### src/rtl/decode_pipe_pkg.sv
// Shared decode definitions: RV32 opcodes, ALU operand selects, privilege
// modes and the registered decode-output bundle.
package decode_pipe_pkg;

   localparam int XLEN      = 32;
   localparam int REG_IDX_W = 5;

   localparam logic [6:0] OPC_LUI    = 7'b0110111;
   localparam logic [6:0] OPC_AUIPC  = 7'b0010111;
   localparam logic [6:0] OPC_JAL    = 7'b1101111;
   localparam logic [6:0] OPC_JALR   = 7'b1100111;
   localparam logic [6:0] OPC_BRANCH = 7'b1100011;
   localparam logic [6:0] OPC_LOAD   = 7'b0000011;
   localparam logic [6:0] OPC_STORE  = 7'b0100011;
   localparam logic [6:0] OPC_OPIMM  = 7'b0010011;
   localparam logic [6:0] OPC_OP     = 7'b0110011;
   localparam logic [6:0] OPC_SYSTEM = 7'b1110011;

   localparam logic [11:0] MRET_IMM = 12'h302;

   localparam logic [3:0] ALU_OP1_RS1  = 4'b0001;
   localparam logic [3:0] ALU_OP1_PC   = 4'b0010;
   localparam logic [3:0] ALU_OP1_ZERO = 4'b0100;
   localparam logic [3:0] ALU_OP2_RS2  = 4'b0001;
   localparam logic [3:0] ALU_OP2_IMM  = 4'b0010;

   typedef enum logic {
      MODE_USER    = 1'b0,
      MODE_MACHINE = 1'b1
   } mode_e;

   typedef struct packed {
      logic                 valid;
      logic [XLEN-1:0]      pc_pipe;
      logic [XLEN-1:0]      instr;
      logic [XLEN-1:0]      rs1;
      logic [XLEN-1:0]      rs2;
      logic [XLEN-1:0]      imm;
      logic [REG_IDX_W-1:0] rd_ptr;
      logic [7:0]           func3i;
      logic [6:0]           funct7;
      logic [3:0]           op1_sel;
      logic [3:0]           op2_sel;
      logic [1:0]           hb;
      logic                 reg_we;
      logic                 mem_we;
      logic                 mem_re;
      logic                 uload;
      logic                 csr;
      logic                 illegal;
   } dec_out_t;

   function automatic dec_out_t reset_out();
      dec_out_t r;
      r        = '0;
      r.func3i = 8'h01;
      return r;
   endfunction

   // A bubble keeps the data fields but must never enable any side effect.
   function automatic dec_out_t bubble(input dec_out_t o);
      dec_out_t r;
      r         = o;
      r.valid   = 1'b0;
      r.reg_we  = 1'b0;
      r.mem_we  = 1'b0;
      r.mem_re  = 1'b0;
      r.csr     = 1'b0;
      r.illegal = 1'b0;
      return r;
   endfunction

endpackage

### src/rtl/decode_pipe_regfile.sv
// Integer register file: two asynchronous read ports, one synchronous write
// port; x0 and indices beyond NUM_REGS read as zero and ignore writes.
module regfile_p
   import decode_pipe_pkg::*;
#(
   parameter int NUM_REGS = 32
) (
   input  logic                 i_CLK,
   input  logic                 i_WE,
   input  logic [REG_IDX_W-1:0] i_WADDR,
   input  logic [XLEN-1:0]      i_WDATA,
   input  logic [REG_IDX_W-1:0] i_RADDR1,
   input  logic [REG_IDX_W-1:0] i_RADDR2,
   output logic [XLEN-1:0]      o_RDATA1,
   output logic [XLEN-1:0]      o_RDATA2
);

   localparam int AW = $clog2(NUM_REGS);
   localparam logic [REG_IDX_W:0] LIMIT = (REG_IDX_W + 1)'(NUM_REGS);

   logic [XLEN-1:0] regs_q [NUM_REGS];

   function automatic logic is_real_reg(input logic [REG_IDX_W-1:0] a);
      return (a != '0) && ({1'b0, a} < LIMIT);
   endfunction

   always_ff @(posedge i_CLK) begin
      if (i_WE && is_real_reg(i_WADDR)) begin
         regs_q[i_WADDR[AW-1:0]] <= i_WDATA;
      end
   end

   assign o_RDATA1 = is_real_reg(i_RADDR1) ? regs_q[i_RADDR1[AW-1:0]] : '0;
   assign o_RDATA2 = is_real_reg(i_RADDR2) ? regs_q[i_RADDR2[AW-1:0]] : '0;

endmodule

### src/rtl/decode_pipe.sv
// Single-stage RV32 decode: owns the PC and privilege mode, reads/forwards
// operands and registers the decoded bundle behind a valid/ready handshake.
module decode_pipe
   import decode_pipe_pkg::*;
#(
   parameter int          NUM_REGS     = 32,
   parameter logic [31:0] RESET_PC     = 32'h0,
   parameter int          VECTORED_IRQ = 0,
   parameter int          BYPASS       = 1
) (
   input  logic        i_CLK,
   input  logic        i_RSTn,
   input  logic [31:0] i_INSTRUCTION,
   input  logic        i_VALID,
   output logic        o_READY,
   input  logic [31:0] i_RD,
   input  logic [4:0]  i_RD_PTR,
   input  logic        i_REG_WE,
   input  logic        i_IRQ,
   input  logic [3:0]  i_IRQ_CAUSE,
   input  logic [31:0] i_HANDLER_BASE,
   input  logic [31:0] i_MEPC,
   output logic        o_VALID,
   input  logic        i_READY,
   output logic [31:0] o_PC,
   output logic [31:0] o_PC_PIPELINE,
   output logic [31:0] o_INSTRUCTION,
   output logic [31:0] o_RS1,
   output logic [31:0] o_RS2,
   output logic [31:0] o_IMM,
   output logic [4:0]  o_RD_PTR,
   output logic [7:0]  o_FUNC3I,
   output logic [6:0]  o_FUNCT7,
   output logic [3:0]  o_ALU_OP1_SEL,
   output logic [3:0]  o_ALU_OP2_SEL,
   output logic [1:0]  o_HB,
   output logic        o_REG_WE,
   output logic        o_MEM_WE,
   output logic        o_MEM_RE,
   output logic        o_ULOAD,
   output logic        o_CSR,
   output logic        o_ILLEGAL,
   output logic        o_MODE
);

   localparam logic [5:0] REG_LIMIT = 6'(NUM_REGS);

   logic [31:0] pc_q, pc_d;
   mode_e       mode_q, mode_d;
   dec_out_t    out_q, out_d, dec;

   logic [6:0]  opcode;
   logic [4:0]  rd, rs1, rs2;
   logic [2:0]  f3;
   logic [31:0] imm_i, imm_s, imm_b, imm_u, imm_j;

   assign opcode = i_INSTRUCTION[6:0];
   assign rd     = i_INSTRUCTION[11:7];
   assign f3     = i_INSTRUCTION[14:12];
   assign rs1    = i_INSTRUCTION[19:15];
   assign rs2    = i_INSTRUCTION[24:20];

   assign imm_i = {{20{i_INSTRUCTION[31]}}, i_INSTRUCTION[31:20]};
   assign imm_s = {{20{i_INSTRUCTION[31]}}, i_INSTRUCTION[31:25], i_INSTRUCTION[11:7]};
   assign imm_b = {{19{i_INSTRUCTION[31]}}, i_INSTRUCTION[31], i_INSTRUCTION[7],
                   i_INSTRUCTION[30:25], i_INSTRUCTION[11:8], 1'b0};
   assign imm_u = {i_INSTRUCTION[31:12], 12'b0};
   assign imm_j = {{11{i_INSTRUCTION[31]}}, i_INSTRUCTION[31], i_INSTRUCTION[19:12],
                   i_INSTRUCTION[20], i_INSTRUCTION[30:21], 1'b0};

   logic [31:0] rf_rs1, rf_rs2, rs1_val, rs2_val;

   regfile_p #(
      .NUM_REGS (NUM_REGS)
   ) u_regfile (
      .i_CLK    (i_CLK),
      .i_WE     (i_REG_WE),
      .i_WADDR  (i_RD_PTR),
      .i_WDATA  (i_RD),
      .i_RADDR1 (rs1),
      .i_RADDR2 (rs2),
      .o_RDATA1 (rf_rs1),
      .o_RDATA2 (rf_rs2)
   );

   // A same-cycle writeback would otherwise only land in the array next edge.
   assign rs1_val = ((BYPASS != 0) && i_REG_WE && (i_RD_PTR == rs1) && (rs1 != 5'd0))
                    ? i_RD : rf_rs1;
   assign rs2_val = ((BYPASS != 0) && i_REG_WE && (i_RD_PTR == rs2) && (rs2 != 5'd0))
                    ? i_RD : rf_rs2;

   logic        known, uses_rs1, uses_rs2, uses_rd;
   logic        is_load, is_store, is_alu, is_csr, is_mret, illegal;
   logic [31:0] dec_imm;
   logic [3:0]  op1_sel, op2_sel;

   always_comb begin
      known    = 1'b1;
      uses_rs1 = 1'b0;
      uses_rs2 = 1'b0;
      uses_rd  = 1'b0;
      is_load  = 1'b0;
      is_store = 1'b0;
      is_alu   = 1'b0;
      is_csr   = 1'b0;
      is_mret  = 1'b0;
      dec_imm  = imm_i;
      op1_sel  = ALU_OP1_RS1;
      op2_sel  = ALU_OP2_IMM;
      case (opcode)
         OPC_LUI:    begin uses_rd = 1'b1; dec_imm = imm_u; op1_sel = ALU_OP1_ZERO; end
         OPC_AUIPC:  begin uses_rd = 1'b1; dec_imm = imm_u; op1_sel = ALU_OP1_PC; end
         OPC_JAL:    begin uses_rd = 1'b1; dec_imm = 32'd4; op1_sel = ALU_OP1_PC; end
         OPC_JALR:   begin
            uses_rd  = 1'b1;
            uses_rs1 = 1'b1;
            dec_imm  = 32'd4;
            op1_sel  = ALU_OP1_PC;
         end
         OPC_BRANCH: begin uses_rs1 = 1'b1; uses_rs2 = 1'b1; op2_sel = ALU_OP2_RS2; end
         OPC_LOAD:   begin uses_rd = 1'b1; uses_rs1 = 1'b1; is_load = 1'b1; end
         OPC_STORE:  begin
            uses_rs1 = 1'b1;
            uses_rs2 = 1'b1;
            is_store = 1'b1;
            dec_imm  = imm_s;
         end
         OPC_OPIMM:  begin uses_rd = 1'b1; uses_rs1 = 1'b1; is_alu = 1'b1; end
         OPC_OP:     begin
            uses_rd  = 1'b1;
            uses_rs1 = 1'b1;
            uses_rs2 = 1'b1;
            is_alu   = 1'b1;
            op2_sel  = ALU_OP2_RS2;
         end
         OPC_SYSTEM: begin
            dec_imm = {20'b0, i_INSTRUCTION[31:20]};
            if (f3 == 3'b000) begin
               is_mret = (i_INSTRUCTION[31:20] == MRET_IMM);
            end else begin
               is_csr   = 1'b1;
               uses_rd  = 1'b1;
               uses_rs1 = ~f3[2];
            end
         end
         default: known = 1'b0;
      endcase
   end

   // Only fields the format actually uses can make an index illegal.
   assign illegal = ~known
                  | (uses_rd  & ({1'b0, rd}  >= REG_LIMIT))
                  | (uses_rs1 & ({1'b0, rs1} >= REG_LIMIT))
                  | (uses_rs2 & ({1'b0, rs2} >= REG_LIMIT));

   logic taken;

   always_comb begin
      taken = 1'b0;
      case (f3)
         3'b000:  taken = (rs1_val == rs2_val);
         3'b001:  taken = (rs1_val != rs2_val);
         3'b100:  taken = ($signed(rs1_val) <  $signed(rs2_val));
         3'b101:  taken = ($signed(rs1_val) >= $signed(rs2_val));
         3'b110:  taken = (rs1_val <  rs2_val);
         3'b111:  taken = (rs1_val >= rs2_val);
         default: taken = 1'b0;
      endcase
   end

   logic [31:0] next_pc;

   always_comb begin
      next_pc = pc_q + 32'd4;
      if (!illegal) begin
         if (is_mret) begin
            next_pc = i_MEPC;
         end else if (opcode == OPC_JALR) begin
            next_pc = (rs1_val + imm_i) & ~32'h1;
         end else if (opcode == OPC_JAL) begin
            next_pc = pc_q + imm_j;
         end else if ((opcode == OPC_BRANCH) && taken) begin
            next_pc = pc_q + imm_b;
         end
      end
   end

   always_comb begin
      dec         = reset_out();
      dec.valid   = 1'b1;
      dec.pc_pipe = pc_q;
      dec.instr   = i_INSTRUCTION;
      dec.rs1     = rs1_val;
      dec.rs2     = rs2_val;
      dec.imm     = dec_imm;
      dec.rd_ptr  = rd;
      dec.funct7  = i_INSTRUCTION[31:25];
      dec.op1_sel = op1_sel;
      dec.op2_sel = op2_sel;
      dec.hb      = f3[1:0];
      dec.uload   = f3[2];
      if (is_alu) begin
         dec.func3i = 8'b1 << f3;
      end
      if (illegal) begin
         dec.illegal = 1'b1;
      end else begin
         dec.reg_we = uses_rd;
         dec.mem_we = is_store;
         dec.mem_re = is_load;
         dec.csr    = is_csr;
      end
   end

   logic hazard, irq_take, down_free, accept;
   logic [31:0] irq_target;

   assign hazard = out_q.valid & out_q.mem_re & (out_q.rd_ptr != 5'd0)
                 & ((uses_rs1 & (rs1 == out_q.rd_ptr)) | (uses_rs2 & (rs2 == out_q.rd_ptr)));
   assign irq_take   = i_IRQ & (mode_q == MODE_USER);
   assign down_free  = ~out_q.valid | i_READY;
   assign o_READY    = down_free & ~hazard & ~irq_take;
   assign accept     = i_VALID & o_READY;
   assign irq_target = (VECTORED_IRQ != 0)
                       ? i_HANDLER_BASE + {26'b0, i_IRQ_CAUSE, 2'b00}
                       : i_HANDLER_BASE;

   // A stalled output is never overwritten, even by an interrupt bubble.
   always_comb begin
      pc_d   = pc_q;
      mode_d = mode_q;
      out_d  = out_q;
      if (irq_take) begin
         pc_d   = irq_target;
         mode_d = MODE_MACHINE;
         if (down_free) begin
            out_d = bubble(out_q);
         end
      end else if (accept) begin
         pc_d  = next_pc;
         out_d = dec;
         if (is_mret && !illegal) begin
            mode_d = MODE_USER;
         end
      end else if (down_free) begin
         out_d = bubble(out_q);
      end
   end

   always_ff @(posedge i_CLK) begin
      if (!i_RSTn) begin
         pc_q   <= RESET_PC;
         mode_q <= MODE_USER;
         out_q  <= reset_out();
      end else begin
         pc_q   <= pc_d;
         mode_q <= mode_d;
         out_q  <= out_d;
      end
   end

   assign o_VALID       = out_q.valid;
   assign o_PC          = pc_q;
   assign o_PC_PIPELINE = out_q.pc_pipe;
   assign o_INSTRUCTION = out_q.instr;
   assign o_RS1         = out_q.rs1;
   assign o_RS2         = out_q.rs2;
   assign o_IMM         = out_q.imm;
   assign o_RD_PTR      = out_q.rd_ptr;
   assign o_FUNC3I      = out_q.func3i;
   assign o_FUNCT7      = out_q.funct7;
   assign o_ALU_OP1_SEL = out_q.op1_sel;
   assign o_ALU_OP2_SEL = out_q.op2_sel;
   assign o_HB          = out_q.hb;
   assign o_REG_WE      = out_q.reg_we;
   assign o_MEM_WE      = out_q.mem_we;
   assign o_MEM_RE      = out_q.mem_re;
   assign o_ULOAD       = out_q.uload;
   assign o_CSR         = out_q.csr;
   assign o_ILLEGAL     = out_q.illegal;
   assign o_MODE        = mode_q;

endmodule

### config.mk
export PLATFORM = sky130hd
export DESIGN_NAME = decode_pipe
export DESIGN_NICKNAME = d
export VERILOG_FILES = /design/src/rtl/decode_pipe_pkg.sv /design/src/rtl/decode_pipe_regfile.sv /design/src/rtl/decode_pipe.sv
export SDC_FILE = /design/constraint.sdc
export NUM_CORES = 2
export LEC_CHECK = 0
export BUFFER_PORTS_ARGS = -buffer_cell sky130_fd_sc_hd__buf_2
export CELL_PAD_IN_SITES_DETAIL_PLACEMENT = 0
export CELL_PAD_IN_SITES_GLOBAL_PLACEMENT = 1
export CORE_MARGIN = 4
export CORE_UTILIZATION = 44
export CTS_BUF_LIST = sky130_fd_sc_hd__clkbuf_4 sky130_fd_sc_hd__clkbuf_8 sky130_fd_sc_hd__clkbuf_16
export CTS_CLUSTER_SIZE = 12
export DETAILED_ROUTE_END_ITERATION = 7
export PLACE_DENSITY = 0.78
export SKIP_CTS_REPAIR_TIMING = 1
export SYNTH_ARGS = -nofsm -noshare
export SYNTH_HDL_FRONTEND = slang
export SYNTH_SLANG_ARGS = --single-unit
### constraint.sdc
create_clock -name i_CLK -period 6 [get_ports i_CLK]
set_input_delay 0.6 -clock i_CLK [delete_from_list [all_inputs] [get_ports i_CLK]]
set_output_delay 0.6 -clock i_CLK [all_outputs]
set_load 0.05 [all_outputs]
==> impl_results.md <==
- R2r setup slk: around 680 ps
- Crit path DAT: between 5000 and 6000 ps
- Synthesized flop and latch total: around 1,200
- Net Sw Power: between 0.005 and 0.006 W
- Mapped Cells: 4,299
- Final hold slack: 103 ps
- Crit-path most repeated cell: buf_4
- Unique masters post-synth: between 90 and 100
- I/O pins: around 370
- Relative max-transition margin: a little over an eighth
- Vias per std cell: ~6.5
- Critical path type: input port to flip-flop
- Cell Int Power: roughly 0.016 W
- Clk pwr share: between 30% and 40%
- First-pass GRT wire length: about 310,000 microns
- Number of synthesized flops with an enable pin: slightly above 1,000
- Fraction of registers with async set/reset: 0%
- Hold Path Sink: o_RD_PTR[2]
- Least-Margin Pin Slew: 1290 ps
- Req. time, crit path: 6610 ps
- Placed Area: 68,700 sq um
- CTS sink cnt: between 1,000 and 1,500
- Hold depth: 3
- TritonCTS clock tree: done
- Vias: ~44,000
- Netlist Area Pre-Place: around 63,000 sq um
- Post-route cell area: between 70,000 and 80,000 sq um
- Seq/Total Area, Yosys: between 50% and 60%
- Gpl congestion: 0.979
- VDD IR max: 295 uV
- R2R depth: 20
- DRT Pass-1 Iters: 7
- Clock buffers created by TritonCTS: 136
- Worst hold path startpoint: i_INSTRUCTION[9]
- Final setup vio count: 0
- Root buf cell: clkbuf_16
- # DRC: 0
- Core ar.: around 140,000 sq um
- Die height: roughly 390 microns
- Gate power share: around 16%
- Reg2reg end: o_PC[28]
- Placed cells: ~6,500
- Crit path capture type: flip-flop
- Final Hold Vio Count: 0
- Share of layout cells above drive strength 1: 31.4%
- HPWL Detailed: between 100,000 and 150,000 microns
- Status: completed
- Core Rows: roughly 140
- Switching Share: 27.2%
- Non-Filler Instances: 6,743
- Syn-to-layout area delta: 15.8%
- WL per Instance: 32.0 microns
- Fmax: 187 MHz
- FF-to-FF Start: u_regfile.regs_q[31][5]
- Part of the cycle the worst path needs: 89.1%
- Clock buffer depth: 3
- CP max stage delay: between 500 and 600 ps
- DIE WIDTH: 387 microns
- Fin Setup TNS: 0 ps
- Mean Syn Cell Area: 14.7 sq um
- Vias in the first global route: about 43,000
- CP max FO: 18
- Gr ovfl total: 0
- Layout net count: 4,996
- Starting Density: between 40 and 50%
- CP max-delay cell: mux4_2
- Clk_skew: approximately 43 ps
- Most frequently used flop master after synthesis: edfxtp_1
- Antenna Nets Post-Route: 0
- Clk Latency, worst-skew pair: approximately 800 ps
- Largest net degree at the start of global routing: between 100 and 150
- 1st-iter DRT viols: roughly 6,300
- Post-layout minimum cycle time: 5340 ps
- Sequential share of power: between 40% and 50%
- Die area: roughly 150,000 sq um
- Power per cell area: 291 nW/um^2
- Critical Path, Cell by Cell: buf_8 -> buf_4 -> mux4_2 -> mux4_2 -> mux2i_1 -> nor2_1 -> a21oi_1 -> ha_1 -> nand4_1 -> nand2b_1 -> a31oi_1 -> buf_4 -> nor4_1 -> a211oi_1 -> o21ai_2 -> buf_12 -> buf_12 -> o22a_1 -> a21oi_1 -> buf_4 -> o22ai_1
- Max-slew violation count: 0
- Clk pin slew, worst setup/hold paths: approximately 60 ps
- Hold WC Path Type: input port to flip-flop
- RSZ-0062 raised after global routing: false
- CP Launch Type: input port
- Leak Pwr: ~25 nW
- Clock H-tree levels: 4
- GRT Total Usage: between 20% and 30%
- Detailed Route WL: 216,000 microns
- Initial antenna violation count: 21
- IO Port Bufs: around 370
- Max_cap viols: 0
- Synth warnings: 0
## cell usage in the layout (no fill, tap or decap), types with 17 or more instances in the layout
master / instances
buf_4: 209
o211ai_1: 18
conb_1: 35
nand3_1: 62
buf_12: 41
clkinv_1: 17
mux2i_1: 88
xor2_1: 54
edfxtp_1: 1024
xnor2_1: 57
inv_1: 32
nor2b_1: 41
ha_1: 106
dfxtp_1: 212
a21oi_1: 300
a32o_1: 21
nor3_1: 89
nor2_4: 33
nand2b_1: 42
clkbuf_16: 138
nor2_1: 306
clkbuf_4: 38
nand4_1: 31
buf_2: 357
mux4_2: 608
nor4_1: 19
o21ai_0: 105
a211oi_1: 80
a21o_1: 41
nand2_1: 300
## Yosys cell counts (all sizes together) (12+ instances only)
| cell | number | area share (%) |
|---|---|---|
| edfxtp | 1024 | 49 |
| mux4 | 608 | 22 |
| nor2 | 340 | 2.0 |
| a21oi | 301 | 2.4 |
| nand2 | 301 | 1.8 |
| dfxtp | 212 | 6.7 |
| clkbuf | 205 | 1.2 |
| buf | 135 | 1.2 |
| o21ai | 113 | 0.91 |
| ha | 106 | 2.1 |
| nor3 | 92 | 0.73 |
| mux2i | 88 | 1.4 |
| a211oi | 80 | 0.95 |
| nand3 | 62 | 0.49 |
| xnor2 | 57 | 0.79 |
| xor2 | 55 | 0.77 |
| nand2b | 43 | 0.43 |
| nor2b | 43 | 0.43 |
| a21o | 41 | 0.49 |
| inv | 33 | 0.20 |
| nand4 | 31 | 0.31 |
| nor4 | 24 | 0.30 |
| a32o | 21 | 0.33 |
| o211ai | 19 | 0.23 |
| and3 | 17 | 0.18 |
| a221oi | 16 | 0.28 |
| o221ai | 16 | 0.22 |
| or3 | 16 | 0.16 |
| o21a | 15 | 0.18 |
| a31oi | 14 | 0.15 |
| a211o | 12 | 0.17 |
## per-layer routing
layer / track usage, % / wire length (microns) / vias up / part of all wire, %
met2: 45.1 / 102000 / 2812 / 47
met5: 0 / 145 / - / 0.067
li1: - / - / 18200 / -
met1: 37.1 / 79600 / 22400 / 37
met4: 11.3 / 9860 / 22 / 4.6
met3: 7.60 / 24500 / 499 / 11
## worst max-delay path, delay by kind of cell
kind | cells | cell delay (ps)
AO/OA/AOI/OAI | 7 | 1650
buffers and inverters | 6 | 1340
multiplexers | 3 | 1300
AND/OR/NAND/NOR | 4 | 770
adder cells (fa/ha/maj) | 1 | 220
## cell families after synthesis
family	after synthesis	share of synthesized area (%)
flops	1236	55.3
buf+inv	373	2.61
other cells	1	0.00593
compound gates	756	7.79
simple gates	1014	7.41
fa+ha+maj	109	2.19
mux	698	23.1
xor+xnor	112	1.56
## power by group through the flow
stage               Sequential, W  Combinational, W  Clock [W]
floorplan                  0.0100           0.00185          0
global placement          0.00978           0.00330          0
detailed placement        0.00979           0.00333          0
CTS                       0.00961           0.00334    0.00841
global route              0.00962           0.00357    0.00882
finish                    0.00961           0.00338    0.00833
## how the worst max path moves through the flow
stage,startpoint,endpoint
after CTS,i_INSTRUCTION[20],o_PC[28]
after detailed placement,i_INSTRUCTION[20],o_PC[28]
after floorplan,i_INSTRUCTION[15],o_PC[2]
final,i_INSTRUCTION[20],o_PC[28]
after global placement,i_INSTRUCTION[20],o_PC[28]
after global routing,u_regfile.regs_q[28][5],o_PC[28]
## state kept, by name (all words and copies together), names as in the netlist
| register | count |
|---|---|
| o_RD_PTR | 4 |
| o_VALID | 1 |
| o_HB | 1 |
| o_RS2 | 32 |
| u_regfile.regs_q | 1024 |
| o_ALU_OP2_SEL | 2 |
| o_PC_PIPELINE | 32 |
| o_MEM_WE | 1 |
| o_REG_WE | 1 |
| o_MODE | 1 |
| o_ILLEGAL | 1 |
| o_RS1 | 32 |
| o_IMM | 32 |
| o_ALU_OP1_SEL | 3 |
| o_FUNCT7 | 6 |
| o_MEM_RE | 1 |
| o_PC | 32 |
| o_INSTRUCTION | 21 |
| o_FUNC3I | 8 |
| o_CSR | 1 |
## layout make-up
| type | instances | area, sq um |
|---|---|---|
| diodes | 10 | 25.0 |
| well taps | 1890 | 2360 |
| repair buffers | 613 | 4260 |
| multi-input cells | 2724 | 27000 |
| inverters | 33 | 129 |
| clock buffers | 181 | 3810 |
| fillers | 11700 | 68900 |
| clock inverters | 56 | 639 |
| flip-flops and latches | 1236 | 35000 |
## per-stage QoR
step	utilization (%)	power [W]	setup slack [ps]
after floorplan	-	0.0119	795
after global placement	48.4	0.0131	26.6
after detailed placement	48.4	0.0131	-17.9
after CTS	51.5	0.0214	736
after global routing	51.5	0.0220	391
final	51.5	0.0213	655
Power figures use the tool's default switching activity.
